[src/rtl/tv80_regbank_pkg.sv]
// Shared types and helpers for the parametrised TV80 register bank.
// Holds the clear-sequencer state encoding, the default swap mask and clog2.
package tv80_regbank_pkg;

  typedef enum logic [0:0] {
    CLEAR = 1'b0,
    RUN   = 1'b1
  } clr_state_e;

  // Rows 0-2 (BC, DE, HL) have an alternate copy by default.
  localparam logic [7:0] DEF_SWAP_MASK = 8'b0000_0111;

  function automatic int unsigned clog2(input int unsigned n);
    int unsigned r;
    r = 32'd0;
    for (int unsigned i = 32'd0; i < 32'd32; i++) begin
      r = ((32'd1 << i) < n) ? (i + 32'd1) : r;
    end
    return r;
  endfunction

endpackage

[src/rtl/tv80_regbank_if.sv]
// Register-bank access bus: write/read addresses, write data and enables,
// exchange strobe, and the read data / status returned by the bank.
interface tv80_regbank_if #(
  parameter int DW = 8,
  parameter int AW = 3
);
  logic          cen;
  logic [AW-1:0] addr_a;
  logic [AW-1:0] addr_b;
  logic [AW-1:0] addr_c;
  logic [DW-1:0] dih;
  logic [DW-1:0] dil;
  logic          weh;
  logic          wel;
  logic          exx;
  logic [DW-1:0] doah;
  logic [DW-1:0] doal;
  logic [DW-1:0] dobh;
  logic [DW-1:0] dobl;
  logic [DW-1:0] doch;
  logic [DW-1:0] docl;
  logic          bank;
  logic          busy;

  modport master (
    output cen, addr_a, addr_b, addr_c, dih, dil, weh, wel, exx,
    input  doah, doal, dobh, dobl, doch, docl, bank, busy
  );

  modport slave (
    input  cen, addr_a, addr_b, addr_c, dih, dil, weh, wel, exx,
    output doah, doal, dobh, dobl, doch, docl, bank, busy
  );
endinterface

[src/rtl/tv80_regbank_clr.sv]
// Post-reset clear sequencer: walks every row once, strobing it for zeroing,
// and holds the bank busy until the last row has been cleared.
module tv80_regbank_clr
  import tv80_regbank_pkg::*;
#(
  parameter int NREG = 8,
  parameter int AW   = 3
) (
  input  logic          clk,
  input  logic          reset_n,
  output logic          busy,
  output logic          clr_stb,
  output logic [AW-1:0] clr_row
);

  localparam logic [AW-1:0] LAST_ROW = AW'(NREG - 1);

  clr_state_e    state_q;
  clr_state_e    state_d;
  logic [AW-1:0] ptr_q;
  logic [AW-1:0] ptr_d;

  // State and row pointer; reset restarts the sweep from row 0.
  always_ff @(posedge clk) begin
    if (!reset_n) begin
      state_q <= CLEAR;
      ptr_q   <= {AW{1'b0}};
    end else begin
      state_q <= state_d;
      ptr_q   <= ptr_d;
    end
  end

  // Next state: advance one row per edge, leave CLEAR after the last row.
  always_comb begin
    state_d = state_q;
    ptr_d   = ptr_q;
    case (state_q)
      CLEAR: begin
        ptr_d = ptr_q + 1'b1;
        if (ptr_q == LAST_ROW) begin
          state_d = RUN;
        end else begin
          state_d = CLEAR;
        end
      end
      RUN: begin
        state_d = RUN;
        ptr_d   = ptr_q;
      end
      default: begin
        state_d = CLEAR;
        ptr_d   = {AW{1'b0}};
      end
    endcase
  end

  // Outputs decoded from the current state only.
  always_comb begin
    busy    = (state_q == CLEAR);
    clr_stb = (state_q == CLEAR);
    clr_row = ptr_q;
  end

endmodule

[src/rtl/tv80_regbank.sv]
// Dual-lane (H/L) register file with three read ports, one write port,
// a Z80-style alternate bank for masked rows, optional write bypass and
// a hardware clear after reset.
module tv80_regbank
  import tv80_regbank_pkg::*;
#(
  parameter int              DW        = 8,
  parameter int              NREG      = 8,
  parameter logic [NREG-1:0] SWAP_MASK = NREG'(DEF_SWAP_MASK),
  parameter bit              BYPASS    = 1'b0
) (
  input  logic           clk,
  input  logic           reset_n,
  tv80_regbank_if.slave  bus
);

  localparam int AW = clog2(NREG);

  logic                            busy;
  logic                            clr_stb;
  logic [AW-1:0]                   clr_row;
  logic                            bank_q;
  logic                            bank_d;
  logic [1:0][NREG-1:0][DW-1:0]    regh_q;
  logic [1:0][NREG-1:0][DW-1:0]    regh_d;
  logic [1:0][NREG-1:0][DW-1:0]    regl_q;
  logic [1:0][NREG-1:0][DW-1:0]    regl_d;
  logic                            wr_ok;
  logic                            wr_bank;
  logic [2:0][AW-1:0]              rd_addr;
  logic [2:0]                      rd_pb;
  logic [2:0]                      rd_hit;
  logic [2:0][DW-1:0]              rd_h;
  logic [2:0][DW-1:0]              rd_l;

  tv80_regbank_clr #(
    .NREG (NREG),
    .AW   (AW)
  ) u_clr (
    .clk     (clk),
    .reset_n (reset_n),
    .busy    (busy),
    .clr_stb (clr_stb),
    .clr_row (clr_row)
  );

  // A write uses the bank as it was before any same-cycle exchange.
  always_comb begin
    wr_ok   = bus.cen & ~busy;
    wr_bank = SWAP_MASK[bus.addr_a] ? bank_q : 1'b0;
    bank_d  = (wr_ok && bus.exx) ? ~bank_q : bank_q;
    regh_d  = regh_q;
    regl_d  = regl_q;
    if (clr_stb) begin
      regh_d[1'b0][clr_row] = {DW{1'b0}};
      regh_d[1'b1][clr_row] = {DW{1'b0}};
      regl_d[1'b0][clr_row] = {DW{1'b0}};
      regl_d[1'b1][clr_row] = {DW{1'b0}};
    end else begin
      if (wr_ok && bus.weh) begin
        regh_d[wr_bank][bus.addr_a] = bus.dih;
      end else begin
        regh_d[wr_bank][bus.addr_a] = regh_q[wr_bank][bus.addr_a];
      end
      if (wr_ok && bus.wel) begin
        regl_d[wr_bank][bus.addr_a] = bus.dil;
      end else begin
        regl_d[wr_bank][bus.addr_a] = regl_q[wr_bank][bus.addr_a];
      end
    end
  end

  // Storage is cleared by the sequencer, so the arrays need no reset.
  always_ff @(posedge clk) begin
    regh_q <= regh_d;
    regl_q <= regl_d;
  end

  // Active bank for swappable rows.
  always_ff @(posedge clk) begin
    if (!reset_n) begin
      bank_q <= 1'b0;
    end else begin
      bank_q <= bank_d;
    end
  end

  assign rd_addr = {bus.addr_c, bus.addr_b, bus.addr_a};

  // Read ports: same row as a qualified write may forward the enabled lanes.
  always_comb begin
    rd_pb  = 3'b000;
    rd_hit = 3'b000;
    rd_h   = {(3 * DW){1'b0}};
    rd_l   = {(3 * DW){1'b0}};
    for (int p = 0; p < 3; p++) begin
      rd_pb[p]  = SWAP_MASK[rd_addr[p]] ? bank_q : 1'b0;
      rd_hit[p] = (BYPASS == 1'b1) && wr_ok && (rd_addr[p] == bus.addr_a);
      if (busy) begin
        rd_h[p] = {DW{1'b0}};
        rd_l[p] = {DW{1'b0}};
      end else begin
        rd_h[p] = (rd_hit[p] && bus.weh) ? bus.dih : regh_q[rd_pb[p]][rd_addr[p]];
        rd_l[p] = (rd_hit[p] && bus.wel) ? bus.dil : regl_q[rd_pb[p]][rd_addr[p]];
      end
    end
  end

  assign bus.doah = rd_h[0];
  assign bus.doal = rd_l[0];
  assign bus.dobh = rd_h[1];
  assign bus.dobl = rd_l[1];
  assign bus.doch = rd_h[2];
  assign bus.docl = rd_l[2];
  assign bus.bank = bank_q;
  assign bus.busy = busy;

endmodule

[src/flat_wrapper.sv]
// flat-port wrapper written by rule: the top's interface ports become plain ports
module tv80_regbank_flat import tv80_regbank_pkg::*;
#(
  parameter int              DW        = 8,
  parameter int              NREG      = 8,
  parameter logic [NREG-1:0] SWAP_MASK = NREG'(DEF_SWAP_MASK),
  parameter bit              BYPASS    = 1'b0
)
  (clk, reset_n, bus_cen, bus_addr_a, bus_addr_b, bus_addr_c, bus_dih, bus_dil, bus_weh, bus_wel, bus_exx, bus_doah, bus_doal, bus_dobh, bus_dobl, bus_doch, bus_docl, bus_bank, bus_busy);
  tv80_regbank_if #(.DW(DW), .AW((3))) bus_i ();
  input  logic clk;
  input  logic reset_n;
  input wire logic [$bits(bus_i.cen)-1:0] bus_cen;
  input wire logic [$bits(bus_i.addr_a)-1:0] bus_addr_a;
  input wire logic [$bits(bus_i.addr_b)-1:0] bus_addr_b;
  input wire logic [$bits(bus_i.addr_c)-1:0] bus_addr_c;
  input wire logic [$bits(bus_i.dih)-1:0] bus_dih;
  input wire logic [$bits(bus_i.dil)-1:0] bus_dil;
  input wire logic [$bits(bus_i.weh)-1:0] bus_weh;
  input wire logic [$bits(bus_i.wel)-1:0] bus_wel;
  input wire logic [$bits(bus_i.exx)-1:0] bus_exx;
  output wire logic [$bits(bus_i.doah)-1:0] bus_doah;
  output wire logic [$bits(bus_i.doal)-1:0] bus_doal;
  output wire logic [$bits(bus_i.dobh)-1:0] bus_dobh;
  output wire logic [$bits(bus_i.dobl)-1:0] bus_dobl;
  output wire logic [$bits(bus_i.doch)-1:0] bus_doch;
  output wire logic [$bits(bus_i.docl)-1:0] bus_docl;
  output wire logic [$bits(bus_i.bank)-1:0] bus_bank;
  output wire logic [$bits(bus_i.busy)-1:0] bus_busy;
  assign bus_i.cen = bus_cen;
  assign bus_i.addr_a = bus_addr_a;
  assign bus_i.addr_b = bus_addr_b;
  assign bus_i.addr_c = bus_addr_c;
  assign bus_i.dih = bus_dih;
  assign bus_i.dil = bus_dil;
  assign bus_i.weh = bus_weh;
  assign bus_i.wel = bus_wel;
  assign bus_i.exx = bus_exx;
  assign bus_doah = bus_i.doah;
  assign bus_doal = bus_i.doal;
  assign bus_dobh = bus_i.dobh;
  assign bus_dobl = bus_i.dobl;
  assign bus_doch = bus_i.doch;
  assign bus_docl = bus_i.docl;
  assign bus_bank = bus_i.bank;
  assign bus_busy = bus_i.busy;
  tv80_regbank #(.DW(DW), .NREG(NREG), .SWAP_MASK(SWAP_MASK), .BYPASS(BYPASS)) u_core (.clk(clk), .reset_n(reset_n), .bus(bus_i));
endmodule
[config.mk]
export PLATFORM = sky130hd
export DESIGN_NAME = tv80_regbank_flat
export DESIGN_NICKNAME = d
export VERILOG_FILES = /design/src/rtl/tv80_regbank_pkg.sv /design/src/rtl/tv80_regbank_if.sv /design/src/rtl/tv80_regbank_clr.sv /design/src/rtl/tv80_regbank.sv /design/src/flat_wrapper.sv
export SDC_FILE = /design/constraint.sdc
export NUM_CORES = 1
export LEC_CHECK = 0
export CAP_MARGIN = 10
export CORE_MARGIN = 1.5
export CORE_UTILIZATION = 25
export CTS_CLUSTER_DIAMETER = 80
export DETAILED_ROUTE_END_ITERATION = 12
export PLACE_DENSITY_LB_ADDON = 0.12
export SLEW_MARGIN = 0
export SYNTH_ARGS = -nofsm -noshare
export SYNTH_HDL_FRONTEND = slang
export SYNTH_SLANG_ARGS = --single-unit
[constraint.sdc]
create_clock -name clk -period 4.9 [get_ports clk]
set_input_delay 1.47 -clock clk [delete_from_list [all_inputs] [get_ports clk]]
set_output_delay 1.47 -clock clk [all_outputs]
set_load 0.005 [all_outputs]
Word-level counts from Yosys, hierarchy flattened
Memory sizes are Yosys's and may differ from the RTL's.
Cells that the tools add are included.
W data, S select, Z words.
- bits in registers: 261
- bits in latches: 0
- RAM bits: 0
- ROM bits: 24
- input port bits: 31
- output and inout port bits: 50
- logic and storage cells: 117
- memories: 3
- memories (name ; words ; bits a word ; read ports ; clocked after Yosys merged registers in ; wr ports ; line ; text):
    (no name shown) ; 8 ; 1 ; 1 ; 0 ; 0 ; tv80_regbank.sv:97 ; rd_pb[p] = SWAP_MASK[rd_addr[p]] ? bank_q : 1'b0;
    (no name shown) ; 8 ; 1 ; 1 ; 0 ; 0 ; tv80_regbank.sv:97 ;
    (no name shown) ; 8 ; 1 ; 1 ; 0 ; 0 ; tv80_regbank.sv:50 ; wr_bank = SWAP_MASK[bus.addr_a] ? bank_q : 1'b0;
- add/subtract/negate cells: 1
- $mul: 0
- div/mod/pow operators: 0
- magnitude comparators: 10
- eq/ne operators: 1
- shifts and indexed selects: 0
- multiplexer cells: 53
- bitwise logic cells: 8
- reduce and logical (&&, ||, !) cells: 6
- operators by type and width (cell ; number):
    $mux W64 ; 13
    $bwmux W128 ; 4
    $mux W128 ; 4
    $and A64 B64 Y64 ; 4
    $bmux W8 S3 ; 6
    $mux W8 ; 14
    $demux W64 S1 ; 1
    $not A64 Y64 ; 1
    $demux W8 S3 ; 2
    $lt A3 B4 Y1 const B ; 4
    $mux W1 ; 7
    $ge A3 B1 Y1 const B ; 2
    $logic_and A1 B1 Y1 ; 6
    $lt A1 B2 Y1 const B ; 3
    $add A3 B1 Y3 const B ; 1
    $eq A3 B3 Y1 const B ; 1
    $mux W3 ; 1
    $not A1 Y1 ; 2
    $pmux W1 S2 ; 1
    $and A1 B1 Y1 ; 1
    $ge A1 B1 Y1 const B ; 1

Depth between registers and ports, before layout
- depth in word-level cells: 10
- depth in mapped cells: 8
- mapped depth without buffers: 4

Hierarchy
A second synthesis with hierarchy kept.
- cell total of the unflattened synthesis: 1492
- area, all modules: 14027.2 um^2
- modules (own cells, without submodules) (module ; instances ; cells an instance ; area an instance (um^2)):
    tv80_regbank ; 1 ; 1476 ; 13850.8
    tv80_regbank_clr ; 1 ; 16 ; 176.4

Least setup slack after synthesis
No wires, ideal clock.
- path type: in2out
- start: input port bus_addr_c[2]
- end: output port bus_doch[3]
- data arrival time: 2.789 ns
- required time: 3.430 ns
- setup slack: 0.641 ns
- stages on the path: 7
- buffers on the path: 3
- cell sequence: clkbuf_2 -> nor2b_1 -> buf_4 -> buf_6 -> mux2_2 -> a221o_1 -> and3_1
- longest elaborated chain between the ends: 8
- RTL lines (item ; line ; text):
    from (decl) ; flat_wrapper.sv:16 ; input wire logic [$bits(bus_i.addr_c)-1:0] bus_addr_c;
    $mem_v2 Z8 W1 ; n/a ;
    $mux W1 (implied by the code) ; tv80_regbank.sv:97 ;
    $mux W1 ; tv80_regbank.sv:97 ;
    $mux W64 (implied by the code) (2 in a row) ; tv80_regbank.sv:103 ; rd_h[p] = (rd_hit[p] && bus.weh) ? bus.dih : regh_q[rd_pb[p]][rd_addr[p]];
    $bmux W8 S3 (*) ; tv80_regbank.sv:103 ;
    $mux W8 (implied by the code) (*) ; tv80_regbank.sv:103 ;
    $mux W8 (*) ; tv80_regbank.sv:99 ; if (busy) begin
    to (decl) ; flat_wrapper.sv:26 ; output wire logic [$bits(bus_i.doch)-1:0] bus_doch;
Every way passes the cells marked *; elsewhere a longest branch is shown, timed or not. The select of a mux whose other input is x is not followed.

Worst setup path in the final report
- start: input port bus_addr_c[2]
- end: output port bus_doch[7]
Same word-level chain as after synthesis.

==> results.sh <==
export IMPL_fin_hold_ws_ns=0.5782
export IMPL_ant_nets=0
export IMPL_antenna_found_initial=1
export IMPL_switchingPower_uw=1759
export IMPL_violations="negative setup slack"
export IMPL_max_clock_path_buffers=2
export IMPL_ys_warnings_count=0
export IMPL_fp_dieW_um=241.5
export IMPL_syn_inst=1372
export IMPL_crit_slowest_cell="clkdlybuf4s50_1"
export IMPL_coreArea_um2=56280
export IMPL_wire_per_inst_um=27.12
export IMPL_wirelength_met1_um=29960
export IMPL_slowest_delay_ns=0.51
export IMPL_cellPowerDensity_nw_per_um2=307.9
export IMPL_area_delta_synth_final_pct=24.58
export IMPL_fmax_mhz=203.1
export IMPL_placed_area_um2=16750
export IMPL_period_needed_ns=4.925
export IMPL_netSwitchingFraction_pct=32.26
export IMPL_maxSlewViolCount=0
export IMPL_power_internal_uw=3693
export IMPL_gr_total_overflow=0
export IMPL_rsz0062_at_grt="true"
export IMPL_maxSlewHeadroom_pct=34.61
export IMPL_path_cells="clkdlybuf4s15_2 > nor2b_4 > buf_12 > buf_16 > buf_4 > mux2i_1 > o211ai_1 > and3_4 > clkdlybuf4s50_1"
export IMPL_required_ns=3.43
export IMPL_h_tree_depth=4
export IMPL_die_h_um=241.5
export IMPL_drt_iter0_drc=1260
export IMPL_syn_nets=1405
export IMPL_skew_ns=0.01095
export IMPL_worstSetupEndpointType="primary output"
export IMPL_r2r_setup_slack_ns=2.11
export IMPL_drt_total_wl_um=62010
export IMPL_grt_pass1_wl_um=88870
export IMPL_hpwlAfterDp_um=48470
export IMPL_synthArstFlopShare_pct=0
export IMPL_tns_ns=-0.02469
export IMPL_syn_area_per_cell_um2=10.36
export IMPL_fin_ws_ns=-0.02469
export IMPL_p_clk_share_pct=30.1
export IMPL_vias=12637
export IMPL_portBuffers=80
export IMPL_ios=81
export IMPL_ctsRootBufferMaster="clkbuf_16"
export IMPL_initial_utilization_pct=25.26
export IMPL_start_kind="input pin"
export IMPL_cts_tree="yes"
export IMPL_clock_latency_ns=0.52
export IMPL_layout_nets=1550
export IMPL_synthesis_area_um2=14210
export IMPL_setup_viol_count_final=1
export IMPL_synth_edf_count=195
export IMPL_min_path_type="reg2reg"
export IMPL_grtUsageTotal_pct=21.50
export IMPL_final_cell_area_um2=17710
export IMPL_routed_top_layer="met5"
export IMPL_final_hold_viol_count=0
export IMPL_ir_drop_v=0.0003009
export IMPL_wl_met3_um=3872
export IMPL_antenna_cells=0
export IMPL_timing_final_crit_share_pct=100.5
export IMPL_cap_violations=0
export IMPL_ys_flop_type="edfxtp_1"
export IMPL_cts_hold_fix_buffers=0
export IMPL_layout_drive_gt1_share_pct=23.20
export IMPL_comb_power_share_pct=21.8
export IMPL_status="complete, but fails checks"
export IMPL_drcViolationCount=0
export IMPL_power_leakage_uw=0.006588
export IMPL_rows=87
export IMPL_die_area_um2=58300
export IMPL_worst_slew_pin_slew_ns=0.9808
export IMPL_clkSinkCount=200
export IMPL_ys_ff_latch=200
export IMPL_gp_congestion=0.8895
export IMPL_cp_data_arrival_time_ns=3.45
export IMPL_cts_clk_slew_worst_paths_ns=0.07
export IMPL_cp_max_fo=8
export IMPL_seq_power_share_pct=48.1
export IMPL_power_uw=5452
export IMPL_cts_made_buffers=17
export IMPL_ys_types=64
export IMPL_dr_wl_met2_um=26670
export IMPL_first_pass_iters=6
export IMPL_grt_max_degree=34
export IMPL_via_per_inst=5.528
export IMPL_synth_yosys_seq_area_share_pct=41.90
export IMPL_crit_type="in2out"
export IMPL_grt_pass1_vias=12158
==> placed cells by master, fill, tap and decap left out, types with 6 or more instances in the layout <==
cell type,synthesis,layout
nand2_1,137,136
buf_12,0,14
a22oi_2,9,11
nor2_2,4,6
clkdlybuf4s50_1,0,52
o21ai_0,132,123
a22o_1,18,18
and3_1,11,10
edfxtp_1,195,195
clkbuf_16,0,18
dlymetal6s2s_1,0,7
nand3_1,15,15
buf_4,11,151
o21ai_1,11,17
a211oi_1,16,13
o221ai_1,39,39
a21oi_2,0,10
nor3_1,11,10
nor2b_1,17,15
mux2_2,43,43
inv_1,9,9
a32oi_1,17,17
a221o_1,21,21
dlygate4sd2_1,0,12
o211a_1,7,7
a22oi_1,112,110
a21oi_1,53,42
buf_6,14,7
o221a_2,12,12
and2_1,43,42
a2bb2oi_1,10,10
buf_2,33,6
nor2_1,29,27
nand2b_1,15,13
mux2i_1,161,160
o211ai_1,15,15
a31oi_1,12,8
==> final timing paths <==
path                                     start                           to  cells after the start
setup / recovery                 bus_addr_c[2]                  bus_doch[7]                      9
hold / removal      u_core.regl_q[8]$_DFFE_PP_   u_core.regl_q[8]$_DFFE_PP_                      2
setup reg to reg  u_core.bus.bank$_SDFFE_PN0P_  u_core.regl_q[11]$_DFFE_PP_                      5
hold reg to reg     u_core.regl_q[8]$_DFFE_PP_   u_core.regl_q[8]$_DFFE_PP_                      2
==> flip-flops by register name, indices dropped and copies added, names as in the netlist <==
| name | flops |
|---|---|
| u_core.bus.bank | 1 |
| u_core.regl_q | 98 |
| u_core.u_clr.state_q | 1 |
| u_core.regh_q | 97 |
| u_core.u_clr.clr_row | 3 |
==> cell type report <==
class | instances | area (um2)
repair buffers | 253 | 2315
fillers | 5812 | 38570
well taps | 756 | 945.9
multi-input cells | 1033 | 7802
flip-flops and latches | 200 | 5961
clock inverters | 12 | 200.2
clock buffers | 20 | 436.7
inverters | 12 | 47.55
==> power groups by stage <==
stage               logic (uW)  registers, uW  clock network [uW]
detailed placement        1150           2620                   0
floorplan                  739           2440                   0
global route              1290           2660                1730
global placement          1130           2630                   0
CTS                       1160           2600                1680
finish                    1190           2630                1640
==> metrics by stage <==
stage	std cells	utilization, %	setup slack (ns)
6_report	2286	31.47	-0.02469
4_1_cts	2285	31.30	-0.009849
3_5_place_dp	2250	29.76	-0.4888
5_1_grt	2286	31.47	-0.06012
3_3_place_gp	2250	29.76	-0.4922
2_1_floorplan	1372	-	0.6405
==> what timing repair did <==
item                       in CTS  in global routing
setup buffers                   2                  0
setup endpoints to repair      39                 25
pin swaps                      15                  6
gates cloned                    1                  1
gates resized for setup        57                 28
==> cell families after synthesis <==
group / share of synthesized area [%]
AOI/OAI and AO/OA: 25.92
and+or+nand+nor: 10.76
muxes: 16.12
DFF: 41.90
buffers and inverters: 5.000
xor gates and xnor gates: 0.1233
adders and majority gates: 0.1760
==> worst max-delay path, delay by kind of cell <==
kind / cells / cell delay (ns)
mux: 1 / 0.06
buf+inv: 5 / 1.11
simple gates: 2 / 0.48
compound gates: 1 / 0.33
==> synthesized netlist by cell type, types with 14 or more instances <==
library cell  number  area, um2
mux2_2            43      484.2
buf_2             33      165.2
nand3_1           15      75.07
edfxtp_1         195       5856
a22oi_1          112      840.8
a32oi_1           17      148.9
a221o_1           21      210.2
o221ai_1          39      341.6
o21ai_0          132      660.6
nand2_1          137      514.2
and2_1            43      269.0
nand2b_1          15      93.84
nor2_1            29      108.9
a22o_1            18      157.7
nor2b_1           17      106.4
buf_6             14      157.7
o211ai_1          15      112.6
a21oi_1           53      265.3
mux2i_1          161       1612
clkbuf_1          63      236.5
a211oi_1          16      120.1
==> routing by layer <==
| layer | track usage [%] | vias up |
|---|---|---|
| li1 | - | 5747 |
| met1 | 31.15 | 6363 |
| met2 | 31.48 | 452 |
| met3 | 4.831 | 73 |
| met4 | 6.439 | 2 |
| met5 | 0.7576 | - |
No activity file was read; power rests on OpenSTA's default activity.
